===== src/rtl/fifo_block_reader.sv =====
// fifo_block_reader: pops a block of words from a FWFT FIFO with optional random throttling,
// tracking word count and checksum, and aborting when the FIFO starves for too long.
// Optional feature: define FIFO_BLOCK_READER_THROTTLE_EN to enable the LFSR read throttle.
module fifo_block_reader #(
    parameter int DATA_WIDTH     = 16,
    parameter int MAX_BLOCK_SIZE = 128,
    parameter int TIMEOUT        = 10000,
    localparam int LEN_W         = $clog2(MAX_BLOCK_SIZE + 1)
) (
    input  logic                  clk,
    input  logic                  rst,
    input  logic                  start,
    input  logic [LEN_W-1:0]      length,
    input  logic [7:0]            rate,
    input  logic [DATA_WIDTH-1:0] din,
    input  logic                  empty,
    output logic                  rd_en,
    output logic [DATA_WIDTH-1:0] data_o,
    output logic                  data_valid_o,
    output logic                  busy,
    output logic                  done,
    output logic                  timeout_err,
    output logic [LEN_W-1:0]      word_count,
    output logic [DATA_WIDTH-1:0] checksum
);
    localparam int TO_W = $clog2(TIMEOUT + 1);
    localparam logic [TO_W-1:0] TO_LAST = TO_W'(TIMEOUT - 1);
    localparam logic [LEN_W-1:0] MAX_LEN = LEN_W'(MAX_BLOCK_SIZE);

    typedef enum logic [1:0] {IDLE, READ, DONE, ABORT} state_t;

    state_t state, state_nxt;
    logic [LEN_W-1:0] len_q;
    logic [TO_W-1:0] to_cnt;
    logic throttle_ok;
    logic pop;
    logic last_pop;
    logic accept;

`ifdef FIFO_BLOCK_READER_THROTTLE_EN
    logic [15:0] lfsr;
    // Free-running Fibonacci LFSR, taps 16,14,13,11, shifting right
    always_ff @(posedge clk or negedge rst) begin
        if (!rst)
            lfsr <= 16'hACE1;
        else
            lfsr <= {lfsr[0] ^ lfsr[2] ^ lfsr[3] ^ lfsr[5], lfsr[15:1]};
    end
    assign throttle_ok = (rate == 8'hFF) || (lfsr[7:0] < rate);
`else
    logic unused_rate;
    assign unused_rate = ^rate;
    assign throttle_ok = 1'b1;
`endif

    assign pop      = rd_en;
    assign accept   = (state == IDLE) && start;
    assign last_pop = pop && ((word_count + LEN_W'(1)) == len_q);

    // State register
    always_ff @(posedge clk or negedge rst) begin
        if (!rst)
            state <= IDLE;
        else
            state <= state_nxt;
    end

    // Next-state logic: zero-length blocks complete immediately, starvation aborts
    always_comb begin
        state_nxt = state;
        case (state)
            IDLE:    state_nxt = start ? ((length == '0) ? DONE : READ) : IDLE;
            READ:    state_nxt = last_pop ? DONE : ((!pop && to_cnt == TO_LAST) ? ABORT : READ);
            DONE:    state_nxt = IDLE;
            ABORT:   state_nxt = IDLE;
            default: state_nxt = IDLE;
        endcase
    end

    // Outputs decoded from state; pops only when data is present and throttle allows
    always_comb begin
        rd_en = (state == READ) && !empty && throttle_ok;
        busy  = (state != IDLE);
        done  = (state == DONE) || (state == ABORT);
    end

    // Latch the clamped block length on an accepted start
    always_ff @(posedge clk or negedge rst) begin
        if (!rst)
            len_q <= '0;
        else if (accept)
            len_q <= (length > MAX_LEN) ? MAX_LEN : length;
    end

    // Count words and accumulate checksum; values hold in IDLE until the next start
    always_ff @(posedge clk or negedge rst) begin
        if (!rst) begin
            word_count <= '0;
            checksum   <= '0;
        end else if (accept) begin
            word_count <= '0;
            checksum   <= '0;
        end else if (pop) begin
            word_count <= word_count + LEN_W'(1);
            checksum   <= checksum + din;
        end
    end

    // Starvation counter: runs on READ cycles without a pop, cleared by each pop
    always_ff @(posedge clk or negedge rst) begin
        if (!rst)
            to_cnt <= '0;
        else if (accept || pop)
            to_cnt <= '0;
        else if (state == READ)
            to_cnt <= to_cnt + TO_W'(1);
    end

    // Sticky abort flag, set entering ABORT and cleared by the next accepted start
    always_ff @(posedge clk or negedge rst) begin
        if (!rst)
            timeout_err <= 1'b0;
        else if (accept)
            timeout_err <= 1'b0;
        else if (state == READ && state_nxt == ABORT)
            timeout_err <= 1'b1;
    end

    // Register each popped word one cycle after the pop
    always_ff @(posedge clk or negedge rst) begin
        if (!rst) begin
            data_o       <= '0;
            data_valid_o <= 1'b0;
        end else begin
            data_valid_o <= pop;
            if (pop)
                data_o <= din;
        end
    end
endmodule

===== config.mk =====
export PLATFORM = sky130hd
export DESIGN_NAME = fifo_block_reader
export DESIGN_NICKNAME = d
export VERILOG_FILES = /design/src/rtl/fifo_block_reader.sv
export SDC_FILE = /design/constraint.sdc
export NUM_CORES = 1
export LEC_CHECK = 0
export CORE_UTILIZATION = 54
export DETAILED_ROUTE_END_ITERATION = 8
export HOLD_SLACK_MARGIN = 0.15
export PLACE_DENSITY = 0.87
export SLEW_MARGIN = 5
export SYNTH_ARGS = -nofsm -noshare
export SYNTH_HDL_FRONTEND = slang
export SYNTH_SLANG_ARGS = --single-unit

===== constraint.sdc =====
create_clock -name clk -period 3.8 [get_ports clk]
set_input_delay 0.76 -clock clk [delete_from_list [all_inputs] [get_ports clk]]
set_output_delay 0.76 -clock clk [all_outputs]
set_load 0.005 [all_outputs]

==> metrics.cfg, run 1 <==
[timing]
final_period_minus_worst_setup_slack_ns = 2.93
max_slew.worst_pin.slew_ns = 1.14
worst_hold_slack_ns = 0.436
maxSlewHeadroom = 0.240
timing_max_transition_violations_final = 0
final.period_utilization = 0.771
hold_viol = 0
final-setup-viol-count = 0
rsz_0062_raised_after_global_routing = no
finalWorstSetupSlack_ns = 0.870
worst_clock_skew_ns = 0.00912
maxClockFrequency_mhz = 341
setup_tns_ns = 0

[setup_path]
timing.critical_path.to_type = register
reg2reg_depth = 10
crit_buf_inv = 2
worstSetupPathType = primary input to register
setup.worst_path.start_class = primary input
worst_stage_delay_on_the_critical_path_ns = 0.48
worst-r2r-setup-slack_ns = 1.38
critical-path-top-delay-family = compound AO/OA/AOI/OAI gates
path_cells = clkdlybuf4s50_1, ha_1, inv_1, fa_1, nor2b_1, o21ai_1, a21boi_1, o21bai_1, a31oi_1, mux2i_1, nand3_1
cp_data_required_time_ns = 4.03
cp.depth = 11
path_max_fanout = 4
critPathSlowestCell = clkdlybuf4s50_1
crit_arrival_ns = 3.16

[pwr]
worst_ir_drop_vdd_v = 0.000408
power_density_mw_per_mm2 = 706
lkg_pwr_nw = 2.10

[drt]
drc = 0
avgViaCountPerCell = 5.49
drt_wirelength_um = 7650
drt.antenna.violating_nets = 0
via_count = 3005
first_pass_iters = 4
avgRoutedWirePerCell_um = 14.0
drt_first_iter_violations = 124

[die]
initial_core_utilization = 0.558
die_width_um = 83.0
vert_die_dim_um = 83.0
core_mm2 = 0.00635
full_die_area_mm2 = 0.00689
num_rows = 29
ioPinCount = 81

[yosys]
yosysUniqueCellTypes = 45
postSynth.topFlopCell = dfrtp_1
synth-seq-cells = 66
yosysTopAreaCellShare = 0.466
post_synth_instance_area_mm2 = 0.00354
syn_inst_count = 391
synthTopCellsByArea = dfrtp_1 47%, nand2_1 11%, ha_1 6.0%
cell_accounting_for_the_most_synthesized_area = dfrtp_1
synthesis.area_per_instance_um2 = 9.07
edff_count_synth = 0
synth.top_cells.by_count = 102 x nand2_1, 66 x dfrtp_1, 29 x o21ai_0
postSynth.asyncResetShare = 1.00
yosysMostFrequentCell = nand2_1
synthesis_warnings = 0
synth_sequential_area_ratio = 0.466
postSynthNetCount = 445

[clock_tree]
cts_root_buf = clkbuf_8
cts-hold-fix-buffers = 0
cts.clk_slew.worst_paths_ns = 0.07
clk_path_buf_depth = 2
clock_insertion_delay_worst_skew_ns = 0.35
post_cts.resized_instances = 0
cts_inserted_buffers = 9
clock_tree.htree_level_count = 3
clock-sinks = 66
cts_setup_buffers = 0
tritoncts_clock_tree = done

[placed_design]
port-buffer-count = 72
replace_congestion = 0.834
postPlaceCellArea_mm2 = 0.00434
place_hpwl_um = 5360
pre_cts_slack_ns = 0.532

[cells_and_area]
num_antenna_cells = 0
finalInstanceArea_mm2 = 0.00453
post_route_core_utilization = 0.713
drive_above_1_share = 0.0511
num-nets-final = 519
syn2layout_area_growth_pct = 27.8

[grt]
grt_pass1_vias = 2944
initial_antenna_violation_count = 0
grtUsageTotal = 0.243
grt-ovfl-total = 0
grt_first_pass_wirelength_um = 13500
pin_count_of_the_biggest_net_entering_global_routing = 42

[run_status]
outcome = completed

[hold_path]
hp-class = primary input to async pin

[flow_run]
timing.max_cap.violations = 0

## metal layers
metal,track usage,vias up,part of all wire
met5,0,-,0
met4,0.100,0,0.018
met3,0.0527,12,0.047
met2,0.403,74,0.49
met1,0.311,1421,0.45
li1,-,1498,-
## logic make-up after synthesis
group | Yosys count | synth area share
adder cells (fa/ha/maj) | 18 | 0.0657
flip-flops | 66 | 0.466
AO/OA/AOI/OAI | 72 | 0.127
AND/OR/NAND/NOR | 178 | 0.232
XOR/XNOR | 33 | 0.0815
multiplexers | 1 | 0.00282
buffers and inverters | 23 | 0.0247
## worst register-to-register path, delay by kind of cell, from the launching register on
| kind | cells | cell delay [ns] |
|---|---|---|
| compound gates | 4 | 0.82 |
| fa+ha+maj | 2 | 0.62 |
| buf+inv | 1 | 0.07 |
| flops | 1 | 0.38 |
| mux | 1 | 0.21 |
| simple gates | 2 | 0.22 |
## flip-flops by register name, summed over array words and instances, names as in the netlist
signal        count
timeout_err       1
checksum         16
state             2
to_cnt           14
len_q             8
word_count        8
data_valid_o      1
data_o           16
## power by group
| part | switching [mW] | internal (mW) | total (mW) |
|---|---|---|---|
| Clock | 0.281 | 0.301 | 0.582 |
| Sequential | 0.192 | 0.939 | 1.13 |
| Combinational | 0.717 | 0.770 | 1.49 |
| Total | 1.19 | 2.01 | 3.20 |
## stage by stage
stage	instances	power, mW
global route	547	3.46
CTS	547	3.22
floorplan	391	2.00
global placement	531	2.56
finish	547	3.20
detailed placement	531	2.62
## final cells by class
| type | count | area, um^2 |
|---|---|---|
| clock inverter | 7 | 70.1 |
| multi-input combinational | 302 | 1810 |
| sequential | 66 | 1650 |
| tap | 77 | 96.3 |
| fill | 469 | 1820 |
| inverter | 10 | 37.5 |
| clock buffer | 9 | 124 |
| timing repair buffer | 76 | 746 |
## worst paths after layout
check	end	from
max in group asynchronous	len_q[7]	rst
worst min register to register	data_o[10]	data_o[10]
worst max register to register	checksum[14]	checksum[0]
min in group clk	data_o[10]	data_o[10]
worst max-delay path	checksum[14]	din[0]
worst min-delay path	checksum[3]	rst
## cells in the final DEF (no fill, tap or decap), types with 4 or more instances in the layout
cell type,count
a211oi_1,4
a21o_1,6
a21oi_1,14
a31oi_1,4
and3_1,6
buf_4,4
clkbuf_8,9
clkdlybuf4s50_1,71
dfrtp_1,66
ha_1,17
inv_1,10
nand2_1,102
nand3_1,11
nand3b_1,9
nand4_1,4
nor2_1,21
o21ai_0,29
or3_1,4
xnor2_1,13
xor2_1,20
Power figures use the tool's default switching activity.
==> run 2: changes to the inputs <==
CORE_UTILIZATION = 50   (was 54)
PLACE_DENSITY = 0.82   (was 0.87)
clock period = 2.9 ns   (was 3.8 ns; I/O delays follow)
==> metrics.cfg, run 2 (synthesis gave the netlist of run 1 again) <==
[timing]
worst_hold_slack_ns = 0.307  ; was 0.436 ns
worst_clock_skew_ns = 0.00851  ; was 0.00912 ns
maxSlewHeadroom = 0.187  ; was 0.240
rsz_0062_raised_after_global_routing = no  ; unchanged
setup_tns_ns = 0  ; unchanged
max_slew.worst_pin.slew_ns = 1.21  ; was 1.14 ns
final.period_utilization = 0.921
finalWorstSetupSlack_ns = 0.230  ; was 0.870 ns
hold_viol = 0  ; unchanged
maxClockFrequency_mhz = 374
final_period_minus_worst_setup_slack_ns = 2.67
final-setup-viol-count = 0  ; unchanged
timing_max_transition_violations_final = 0  ; unchanged

[die]
die_width_um = 86.2  ; was 83.0 um
ioPinCount = 81  ; unchanged
num_rows = 30  ; was 29
vert_die_dim_um = 86.2  ; was 83.0 um
full_die_area_mm2 = 0.00743  ; was 0.00689 mm^2
initial_core_utilization = 0.519  ; was 0.558
core_mm2 = 0.00683  ; was 0.00635 mm^2

[placed_design]
port-buffer-count = 72  ; unchanged
pre_cts_slack_ns = -0.110  ; was 0.532 ns
replace_congestion = 0.853  ; was 0.834
place_inst = 558  ; was 531
place_hpwl_um = 5620  ; was 5360 um

[grt]
pin_count_of_the_biggest_net_entering_global_routing = 41  ; was 42
grtUsageTotal = 0.228  ; was 0.243
grt_first_pass_wirelength_um = 13200  ; was 13500 um
grt-ovfl-total = 0  ; unchanged
initial_antenna_violation_count = 0  ; unchanged
grt_pass1_vias = 2871  ; was 2944

[clock_tree]
clock_tree.htree_level_count = 3  ; unchanged
clock-sinks = 66  ; unchanged
cts.clk_slew.worst_paths_ns = 0.08  ; was 0.07 ns
cts_root_buf = clkbuf_8  ; unchanged
clock_insertion_delay_worst_skew_ns = 0.34  ; was 0.35 ns
cts-hold-fix-buffers = 0  ; unchanged
cts_setup_buffers = 0  ; unchanged
clk_path_buf_depth = 2  ; unchanged
cts_inserted_buffers = 9  ; unchanged
post_cts.resized_instances = 0  ; unchanged
tritoncts_clock_tree = done  ; unchanged

[drt]
first_pass_iters = 4  ; unchanged
avgViaCountPerCell = 5.20  ; was 5.49
drt.antenna.violating_nets = 0  ; unchanged
via_count = 2987  ; was 3005
avgRoutedWirePerCell_um = 13.7  ; was 14.0 um
drc = 0  ; unchanged
drt_first_iter_violations = 122  ; was 124
drt_wirelength_um = 7840  ; was 7650 um

[setup_path]
crit_arrival_ns = 2.90  ; was 3.16 ns
worst-r2r-setup-slack_ns = 0.60  ; was 1.38 ns
cp.depth = 11  ; unchanged
worstReg2RegEnd = checksum[8]  ; was checksum[14]
crit_buf_inv = 2  ; unchanged
timing.critical_path.to_type = register  ; unchanged
critical_path.reg2reg.startpoint = checksum[0]  ; unchanged
worst_setup_path_startpoint = din[0]  ; unchanged
crit_end = checksum[8]  ; was checksum[14]
path_max_fanout = 3  ; was 4
critical-path-top-delay-family = compound AO/OA/AOI/OAI gates  ; unchanged
reg2reg_depth = 10  ; unchanged
path_cells = clkdlybuf4s50_1, ha_1, inv_1, fa_1, nor2b_1, o21ai_1, a21boi_1, o211ai_1, a21boi_0, o21ai_0, a32o_1  ; was clkdlybuf4s50_1, ha_1, inv_1, fa_1, nor2b_1, o21ai_1, a21boi_1, o21bai_1, a31oi_1, mux2i_1, nand3_1
cp_data_required_time_ns = 3.13  ; was 4.03 ns
worstSetupPathType = primary input to register  ; unchanged
critPathSlowestCell = clkdlybuf4s50_1  ; unchanged
setup.worst_path.start_class = primary input  ; unchanged
worst_stage_delay_on_the_critical_path_ns = 0.49  ; was 0.48 ns

[cells_and_area]
final_cell_mix = 102 x nand2_1, 71 x clkdlybuf4s50_1, 66 x dfrtp_1, 29 x o21ai_0, 21 x nor2_1  ; unchanged
syn2layout_area_growth_pct = 30.9  ; was 27.8%
n_fill_cell = 573  ; was 469
largest_registers = checksum: 16 flops, data_o: 16 flops, to_cnt: 14 flops  ; unchanged
drive_above_1_share = 0.0649  ; was 0.0511
num_antenna_cells = 0  ; unchanged
fin_cells = 574  ; was 547
post_route_core_utilization = 0.679  ; was 0.713
num-nets-final = 527  ; was 519
most_common_cell_after_layout_fill_and_taps_aside = nand2_1  ; unchanged

[pwr]
power_density_mw_per_mm2 = 935  ; was 706 mW/mm^2
worst_ir_drop_vdd_v = 0.000469  ; was 0.000408 V
lkg_pwr_nw = 2.15  ; was 2.10 nW

[run_status]
outcome = completed  ; unchanged

[hold_path]
hp-class = primary input to async pin  ; unchanged

[flow_run]
timing.max_cap.violations = 0  ; unchanged

==> run 2: changes by cell type in the layout (fill, tap and decap cells not counted), sizes merged <==
cell / before / now
clkbuf: 9 / 11
buf: 5 / 13
bufinv: 1 / 2
clkinv: 5 / 2
==> run 2: how the worst min path moves through the flow <==
stage	startpoint	endpoint	slack, ns	cells past startpoint
6_report	rst	data_o[3]	0.31	1
5_1_grt	rst	data_o[3]	0.37	1
4_1_cts	rst	data_o[3]	0.34	1
3_5_place_dp	data_o[9]	data_o[9]	0.46	2
3_3_place_gp	data_o[12]	data_o[12]	0.46	2
2_1_floorplan	rst	checksum[0]	0.28	0
==> run 2: power breakdown <==
group / switching (mW) / internal, mW
clock: 0.349 / 0.505
sequential: 0.246 / 1.23
combinational: 0.953 / 1.05
total: 1.55 / 2.79
==> run 2: final cells by class <==
cell class | count | area, um^2 | area share
sequential | 66 | 1650 | 0.356
clock buffer | 11 | 141 | 0.0305
inverter | 10 | 37.5 | 0.00809
timing repair buffer | 84 | 806 | 0.174
clock inverter | 5 | 77.6 | 0.0167
tap | 96 | 120 | 0.0259
multi-input combinational | 302 | 1810 | 0.389
==> run 2: layer usage <==
metal  vias to the layer above  global-route usage  share of wire
met2                        76               0.379           0.48
li1                       1509                   -              -
met5                         -                   0              0
met1                      1396               0.304           0.47
met3                         6              0.0295          0.045
met4                         0              0.0909         0.0099
==> run 2: worst register-to-register path, cell delays in order, from the launching register on <==
cell and delay (ns):
dfrtp_1 0.37, ha_1 0.17, inv_1 0.05, fa_1 0.39, nor2b_1 0.14, o21ai_1 0.09
a21boi_1 0.26, o211ai_1 0.11, a21boi_0 0.23, o21ai_0 0.13, a32o_1 0.27
==> run 2: per-stage QoR <==
step	power, mW	instance area [um^2]
final	4.34	4640
after detailed placement	3.48	4420
after global placement	3.42	4420
after CTS	4.35	4640
after floorplan	2.63	3540
after global routing	4.67	4640
